===== config.mk =====
export PLATFORM = sky130hd
export DESIGN_NAME = moore_stream_sched_flat
export DESIGN_NICKNAME = d
export VERILOG_FILES = /design/src/rtl/moore_stream_sched_if.sv /design/src/rtl/moore_stream_sched.sv /design/src/flat_wrapper.sv
export SDC_FILE = /design/constraint.sdc
export NUM_CORES = 1
export LEC_CHECK = 0
export CORE_ASPECT_RATIO = 0.5
export CORE_UTILIZATION = 45
export CTS_CLUSTER_SIZE = 12
export DETAILED_ROUTE_END_ITERATION = 8
export GPL_ROUTABILITY_DRIVEN = 0
export PLACE_DENSITY = 0.84
export SLEW_MARGIN = 0
export SYNTH_ARGS = -nofsm -noshare
export SYNTH_HDL_FRONTEND = slang
export SYNTH_SLANG_ARGS = --single-unit

===== constraint.sdc =====
create_clock -name clk -period 3.45 [get_ports clk]
set_input_delay 0.8625 -clock clk [delete_from_list [all_inputs] [get_ports clk]]
set_output_delay 0.8625 -clock clk [all_outputs]
set_load 0.03 [all_outputs]

===== src/rtl/moore_stream_sched_if.sv =====
// Bundle between the scheduler, its two word producers and the Moore FSM.
// Ports: req/data0/data1/gnt, busy, fsm_clr/fsm_in/fsm_out, done/done_id/hit_cnt.
interface moore_stream_sched_if #(
  parameter int W  = 8,
  parameter int CW = $clog2(W+1)
) ();
  logic [1:0]    req;
  logic [W-1:0]  data0;
  logic [W-1:0]  data1;
  logic [1:0]    gnt;
  logic          busy;
  logic          fsm_clr;
  logic          fsm_in;
  logic [1:0]    fsm_out;
  logic          done;
  logic          done_id;
  logic [CW-1:0] hit_cnt;

  modport master (
    output req, data0, data1, fsm_out,
    input  gnt, busy, fsm_clr, fsm_in,
    input  done, done_id, hit_cnt
  );

  modport slave (
    input  req, data0, data1, fsm_out,
    output gnt, busy, fsm_clr, fsm_in,
    output done, done_id, hit_cnt
  );
endinterface


===== src/rtl/moore_stream_sched.sv =====
// Round-robin share of one serial Moore FSM: grant, clear, stream word MSB-first,
// count MATCH outputs. Ports: clk, rst (sync, high), bus (slave side of the if).
module moore_stream_sched #(
  parameter int          W     = 8,
  parameter logic [1:0]  MATCH = 2'b01,
  parameter int          CW    = $clog2(W+1)
) (
  input  logic clk,
  input  logic rst,
  moore_stream_sched_if.slave bus
);

  typedef enum logic [2:0] {
    S_IDLE,
    S_LOAD,
    S_SHIFT,
    S_TAIL,
    S_DONE
  } state_t;

  localparam logic [CW-1:0] KLAST = CW'(W-1);
  localparam logic [CW-1:0] ONE   = CW'(1);

  state_t        state_q, state_d;
  logic          win_q, win_d;
  logic          last_q;
  logic [W-1:0]  shreg_q;
  logic [CW-1:0] k_q;
  logic [CW-1:0] acc_q;
  logic [CW-1:0] hit_q;
  logic          id_q;
  logic          hit;

  logic [1:0]    gnt_c;
  logic          busy_c;
  logic          clr_c;
  logic          fin_c;
  logic          done_c;

  assign hit = (bus.fsm_out == MATCH);

  always_ff @(posedge clk) begin
    if (rst) state_q <= S_IDLE;
    else     state_q <= state_d;
  end

  always_comb begin
    state_d = state_q;
    win_d   = win_q;
    gnt_c   = 2'b00;
    busy_c  = 1'b0;
    clr_c   = rst;
    fin_c   = 1'b0;
    done_c  = 1'b0;
    unique case (state_q)
      S_IDLE: begin
        if (|bus.req) begin
          state_d = S_LOAD;
          // on contention the requester not served last wins
          if (bus.req == 2'b11) win_d = ~last_q;
          else                  win_d = bus.req[1];
        end
      end
      S_LOAD: begin
        gnt_c   = win_q ? 2'b10 : 2'b01;
        busy_c  = 1'b1;
        clr_c   = 1'b1;
        state_d = S_SHIFT;
      end
      S_SHIFT: begin
        busy_c = 1'b1;
        fin_c  = shreg_q[W-1];
        if (k_q == KLAST) state_d = S_TAIL;
      end
      S_TAIL: begin
        busy_c  = 1'b1;
        state_d = S_DONE;
      end
      S_DONE: begin
        busy_c  = 1'b1;
        done_c  = 1'b1;
        state_d = S_IDLE;
      end
      default: state_d = S_IDLE;
    endcase
    // reset wins immediately so a job cut short never grants or reports
    if (rst) begin
      gnt_c  = 2'b00;
      busy_c = 1'b0;
      fin_c  = 1'b0;
      done_c = 1'b0;
    end
  end

  always_ff @(posedge clk) begin
    if (rst) begin
      win_q   <= 1'b0;
      last_q  <= 1'b1;
      shreg_q <= '0;
      k_q     <= '0;
      acc_q   <= '0;
      hit_q   <= '0;
      id_q    <= 1'b0;
    end else begin
      win_q <= win_d;
      case (state_q)
        S_LOAD: begin
          shreg_q <= win_q ? bus.data1 : bus.data0;
          acc_q   <= '0;
          k_q     <= '0;
          last_q  <= win_q;
        end
        S_SHIFT: begin
          shreg_q <= {shreg_q[W-2:0], 1'b0};
          k_q     <= k_q + ONE;
          // fsm_out lags fsm_in by one cycle; k=0 still shows cleared state
          if (k_q != '0 && hit) acc_q <= acc_q + ONE;
        end
        S_TAIL: begin
          hit_q <= acc_q + CW'(hit);
          id_q  <= win_q;
        end
        default: ;
      endcase
    end
  end

  assign bus.gnt     = gnt_c;
  assign bus.busy    = busy_c;
  assign bus.fsm_clr = clr_c;
  assign bus.fsm_in  = fin_c;
  assign bus.done    = done_c;
  assign bus.done_id = id_q;
  assign bus.hit_cnt = hit_q;

endmodule


===== src/flat_wrapper.sv =====
// flat-port wrapper written by rule: the top's interface ports become plain ports
module moore_stream_sched_flat 
#(
  parameter int          W     = 8,
  parameter logic [1:0]  MATCH = 2'b01,
  parameter int          CW    = $clog2(W+1)
)
  (clk, rst, bus_req, bus_data0, bus_data1, bus_fsm_out, bus_gnt, bus_busy, bus_fsm_clr, bus_fsm_in, bus_done, bus_done_id, bus_hit_cnt);
  moore_stream_sched_if #(.W(W), .CW(CW)) bus_i ();
  input  logic clk;
  input  logic rst;
  input wire logic [$bits(bus_i.req)-1:0] bus_req;
  input wire logic [$bits(bus_i.data0)-1:0] bus_data0;
  input wire logic [$bits(bus_i.data1)-1:0] bus_data1;
  input wire logic [$bits(bus_i.fsm_out)-1:0] bus_fsm_out;
  output wire logic [$bits(bus_i.gnt)-1:0] bus_gnt;
  output wire logic [$bits(bus_i.busy)-1:0] bus_busy;
  output wire logic [$bits(bus_i.fsm_clr)-1:0] bus_fsm_clr;
  output wire logic [$bits(bus_i.fsm_in)-1:0] bus_fsm_in;
  output wire logic [$bits(bus_i.done)-1:0] bus_done;
  output wire logic [$bits(bus_i.done_id)-1:0] bus_done_id;
  output wire logic [$bits(bus_i.hit_cnt)-1:0] bus_hit_cnt;
  assign bus_i.req = bus_req;
  assign bus_i.data0 = bus_data0;
  assign bus_i.data1 = bus_data1;
  assign bus_i.fsm_out = bus_fsm_out;
  assign bus_gnt = bus_i.gnt;
  assign bus_busy = bus_i.busy;
  assign bus_fsm_clr = bus_i.fsm_clr;
  assign bus_fsm_in = bus_i.fsm_in;
  assign bus_done = bus_i.done;
  assign bus_done_id = bus_i.done_id;
  assign bus_hit_cnt = bus_i.hit_cnt;
  moore_stream_sched #(.W(W), .MATCH(MATCH), .CW(CW)) u_core (.clk(clk), .rst(rst), .bus(bus_i));
endmodule

# Word level (Yosys, flattened, before mapping)
# Cells that the tools add are included.
# totals
register_bits	26
inputBits	22
out_inout_bits	11
# op_classes
addsub	3
eq_ne	10
mux	19
bitwise_logic	1
n_reduce_logical	9
# op_table
operator	count
one-hot mux 4 bit (2 select lines)	2
one-hot mux 8 bit (2 select lines)	1
one-hot mux 3 bit (4 select lines)	1
adder 4 x 1 -> 4 bit, second input constant	2
2-to-1 mux 1 bit	8
2-to-1 mux 8 bit	1
== test 3 x 2 -> 1 bit, second input constant	2
2-to-1 mux 2 bit	3
2-to-1 mux 3 bit	2
inequality test 2 x 1 -> 1 bit, second input constant	3
AND reduction 2 bit	3
adder 4 x 1 -> 4 bit	1
== test 4 x 3 -> 1 bit, second input constant	1
2-to-1 mux 4 bit	1
nonzero test 4 bit	1
OR reduction 4 bit	1
== test 3 x 1 -> 1 bit, second input constant	1
== test 3 bit, second input constant	1
zero test 3 bit	1
== test 2 x 1 -> 1 bit, second input constant	1
== test 2 bit, second input constant	1
nonzero test 2 bit	1
OR reduction 2 bit	1
logical AND 1 bit	1
NOT 1 bit	1

# Logic depth before layout (Yosys ltp)
# depth
depth_word	4
ltp_mapped	6
ltp_nobuf	6

# Worst setup path before layout
# OpenSTA, ideal clock, no wires.
# synth_path
kind	input to output
from	input port rst
to	output port bus_done
t_arrival_ps	2086
required_ps	2588
setup_slack_ps	501
path_stages	2
n_path_buf	1
path_cell_list	clkbuf_1 -> nor4b_1
# synth_via
elab_chain_len	1
# synth_rtl
element	line_no	rtl
start, declared	flat_wrapper.sv:11	input logic rst;
2-to-1 mux 1 bit	moore_stream_sched.sv:87	if (rst) begin
end, declared	flat_wrapper.sv:20	output wire logic [$bits(bus_i.done)-1:0] bus_done;
# No other way between the ends.

# Worst setup path after layout
# layout_path
from	input port rst
to	output port bus_fsm_in
# layout_via
elab_chain_len	1
# layout_rtl
element	line_no	rtl
2-to-1 mux 1 bit	moore_stream_sched.sv:87	
end, declared	flat_wrapper.sv:19	output wire logic [$bits(bus_i.fsm_in)-1:0] bus_fsm_in;
# No other way between the ends.

==> metrics.md <==
| Metric | Value |
|---|---|
| Vias per cell | `between 5 and 6` |
| Synth Cell Area | `between 1000 and 1500 µm²` |
| Outcome | `completed` |
| PwrDens | `approximately 500 nW/µm²` |
| Slew @ Worst Pin | `just under 0.7 ns` |
| Cells resized by post-CTS repair | `0` |
| Final hold vios | `0` |
| Inserted Clock Buffers | `3` |
| FF-to-FF path depth | `3` |
| Worst hold-check path type | `reg -> reg` |
| WL/cell | `roughly 13 µm` |
| Largest delay share family, worst path | `buffers and inverters` |
| Most frequent CP cell | `buf_4` |
| Final Skew | `about 0.0023 ns` |
| Largest net degree at the start of global routing | `16` |
| Worst path cell trace | `clkdlybuf4s50_1, buf_4, nor3b_1, buf_4` |
| Most frequent cells in the layout | `27 x nor2_1, 26 x clkdlybuf4s50_1, 26 x dfxtp_1` |
| Tcrit/Tclk final | `0.8703` |
| Final setup TNS | `0 ns` |
| Remaining DRCs | `0` |
| Initial DRT Pass Iterations | `4` |
| Vias | `approximately 1200` |
| Synth cell types | `38` |
| CP Data Required Time | `around 2.6 ns` |
| CTS clk-pin slew, worst paths | `0.09 ns` |
| Critical Path Start Type | `primary input` |
| CP Capture Type | `primary output` |
| # Post-CTS Setup Buffers | `0` |
| Leading cell type in the layout, fill and taps excluded | `nor2_1` |
| Global-route usage over all layers | `0.1977` |
| Worst setup path endpoint | `bus_fsm_in` |
| Slew HR | `0.5379` |
| Crit-path max FO | `10` |
| Core area | `about 2700 µm²` |
| CTS Hold Bufs | `0` |
| Insertion delay to the later sink of the worst-skew pair | `roughly 0.27 ns` |
| Vias in the first global route | `between 1000 and 1500` |
| Critical path class | `in -> out` |
| Initial core utilization | `0.4914` |
| Share of cells above drive strength 1 | `0.09341` |
| Leakage power | `around 0.63 nW` |
| Layout area overhead | `30.08%` |
| ANT cells | `0` |
| Fin nets | `210` |
| Global-route wire length before repair | `4.664 mm` |
| Floorplan row count | `13` |
| Vert. Die Dim | `between 40 and 50 µm` |
| Final min period | `~3 ns` |
| Max clock buf depth | `2` |
| Clock Root Buffer | `clkbuf_8` |
| Unrepaired setup endpoints after global routing | `false` |
| Power Total | `about 850 µW` |
| Arr. time, crit path | `2.14 ns` |
| Die W | `78.56 µm` |
| Levels on crit path | `4` |
| Initial antenna violation count | `0` |
| Port bufs | `32` |
| Synth warnings | `0` |
| Clock sink total | `26` |
| TritonCTS clock tree | `built` |
| # H-tree levels | `1` |
| Slew Limit Fails | `0` |
| Total Wirelength | `~2.9 mm` |
| Crit path buffers/inverters | `3` |
| ANT nets after route | `0` |
| Worst r2r src | `u_core.state_q[1]` |
| Setup violators final | `0` |
| # IOs | `33` |
| Post-Syn Nets | `between 150 and 200` |
| Reg2reg setup slack | `1.59 ns` |
| Seq cells post-synth | `26` |
| Peak supply drop | `approximately 220 µV` |
| Sequential fraction of the synthesis area | `0.3947` |
| Synth Area per Inst | `8.508 µm²` |
| Maxcap violations | `0` |
| Fmax achieved | `333.1 MHz` |
| RR Endpoint | `u_core.acc_q[3]` |
| Slowest-stage cell, CP | `clkdlybuf4s50_1` |
| Die area | `3164 µm²` |
| DRT iter0 DRCs | `approximately 110` |
| Post-DP HPWL | `between 2 and 2.5 mm` |
| Mapped Cells | `between 150 and 200` |
| # fillers | `230` |
| CP peak stage delay | `between 0.5 and 0.6 ns` |
| Grt total ovfl | `0` |
| Worst setup startpoint | `rst` |
worst reg2reg max path, cell delays in order (launching register included):
cell and delay [ns]:
dfxtp_1 0.57, or3b_1 0.53, or4_1 0.53, a31oi_1 0.17
layout make-up:
class / instances / area, µm² / area share
Tap cell: 37 / 46.29 / 0.02699
Multi-Input combinational cell: 114 / 734.5 / 0.4282
Clock buffer: 3 / 41.29 / 0.02407
Inverter: 2 / 7.507 / 0.004376
Timing Repair Buffer: 36 / 335.3 / 0.1955
Sequential cell: 26 / 520.5 / 0.3034
Clock inverter: 1 / 30.03 / 0.01751
metal layers:
| layer | track usage | vias up | share of wire |
|---|---|---|---|
| met4 | 0.04630 | 0 | 0.0021 |
| met5 | 0 | - | 0 |
| met3 | 0.05227 | 2 | 0.047 |
| met1 | 0.2510 | 555 | 0.48 |
| li1 | - | 604 | - |
| met2 | 0.3478 | 36 | 0.47 |
registers in the layout, indices dropped and copies added (netlist names):
register	flops
u_core.state_q	3
u_core.last_q	1
u_core.acc_q	4
u_core.k_q	4
u_core.bus.done_id	1
u_core.win_q	1
u_core.shreg_q	8
u_core.bus.hit_cnt	4
worst min-delay path by stage:
| stage | start | endpoint | slack [ns] | cells after the start |
|---|---|---|---|---|
| after floorplan | u_core.last_q | u_core.last_q | 0.44 | 2 |
| after global placement | u_core.bus.hit_cnt[1] | u_core.bus.hit_cnt[1] | 0.45 | 2 |
| after detailed placement | u_core.bus.hit_cnt[1] | u_core.bus.hit_cnt[1] | 0.45 | 2 |
| after CTS | u_core.bus.hit_cnt[1] | u_core.bus.hit_cnt[1] | 0.46 | 2 |
| after global routing | u_core.bus.done_id | u_core.bus.done_id | 0.48 | 2 |
| final | u_core.bus.done_id | u_core.bus.done_id | 0.46 | 2 |
report_power, final:
| group | total (mW) | switching (mW) | internal, mW |
|---|---|---|---|
| combinational | 0.229 | 0.127 | 0.102 |
| clock | 0.255 | 0.0993 | 0.155 |
| sequential | 0.363 | 0.0332 | 0.329 |
| total | 0.846 | 0.259 | 0.587 |
metrics by stage:
stage	utilization	hold slack, ns	std cells	setup slack (ns)	cell area (µm²)
3_3_place_gp	0.6126	0.4457	215	0.5394	1644
4_1_cts	0.6392	0.4591	219	0.4396	1715
5_1_grt	0.6392	0.4827	219	0.3751	1715
3_5_place_dp	0.6126	0.4465	215	0.4540	1644
6_report	0.6392	0.4556	219	0.4475	1715
2_1_floorplan	-	0.4408	155	0.5015	1319
synthesized netlist by cell type:
library cell  instances  area (µm²)
nor2_1               27       101.4
dfxtp_1              26       520.5
nand2_1              12       45.04
mux2i_1              10       100.1
a21oi_1               9       45.04
clkbuf_1              9       33.78
a221oi_1              7       61.31
ha_1                  5       62.56
nand3b_1              5       37.54
nor3_1                5       25.02
nand3_1               4       20.02
a31oi_1               3       18.77
a211oi_1              2       15.01
buf_2                 2       10.01
inv_1                 2       7.510
nor3b_1               2       15.01
nor3b_2               2       25.02
or3b_1                2       17.52
xnor2_1               2       17.52
a22oi_1               1       7.510
a32oi_1               1       8.760
and2_1                1       6.260
and3_1                1       6.260
and3b_1               1       8.760
buf_4                 1       7.510
clkbuf_2              1       5.000
nand2b_1              1       6.260
nor2b_1               1       6.260
nor4b_1               1       8.760
o211ai_1              1       7.510
o21a_1                1       7.510
o21ai_0               1       5.000
o31ai_1               1       7.510
or3_1                 1       6.260
or3b_2                1       8.760
or4_1                 1       7.510
or4b_1                1       10.01
xor2_1                1       8.760
logic make-up (layout without fill, tap and decap cells):
kind of cell             count (synthesis)  after routing  share of synthesized area
flip-flops                              26             26                     0.3947
multiplexers                            10             10                    0.07590
buffers and inverters                   15             42                    0.04839
adder cells (fa/ha/maj)                  5              5                    0.04744
XOR/XNOR                                 3              3                    0.01993
AO/OA/AOI/OAI                           27             27                     0.1395
AND/OR/NAND/NOR                         69             69                     0.2742
Power figures use the tool's default switching activity.
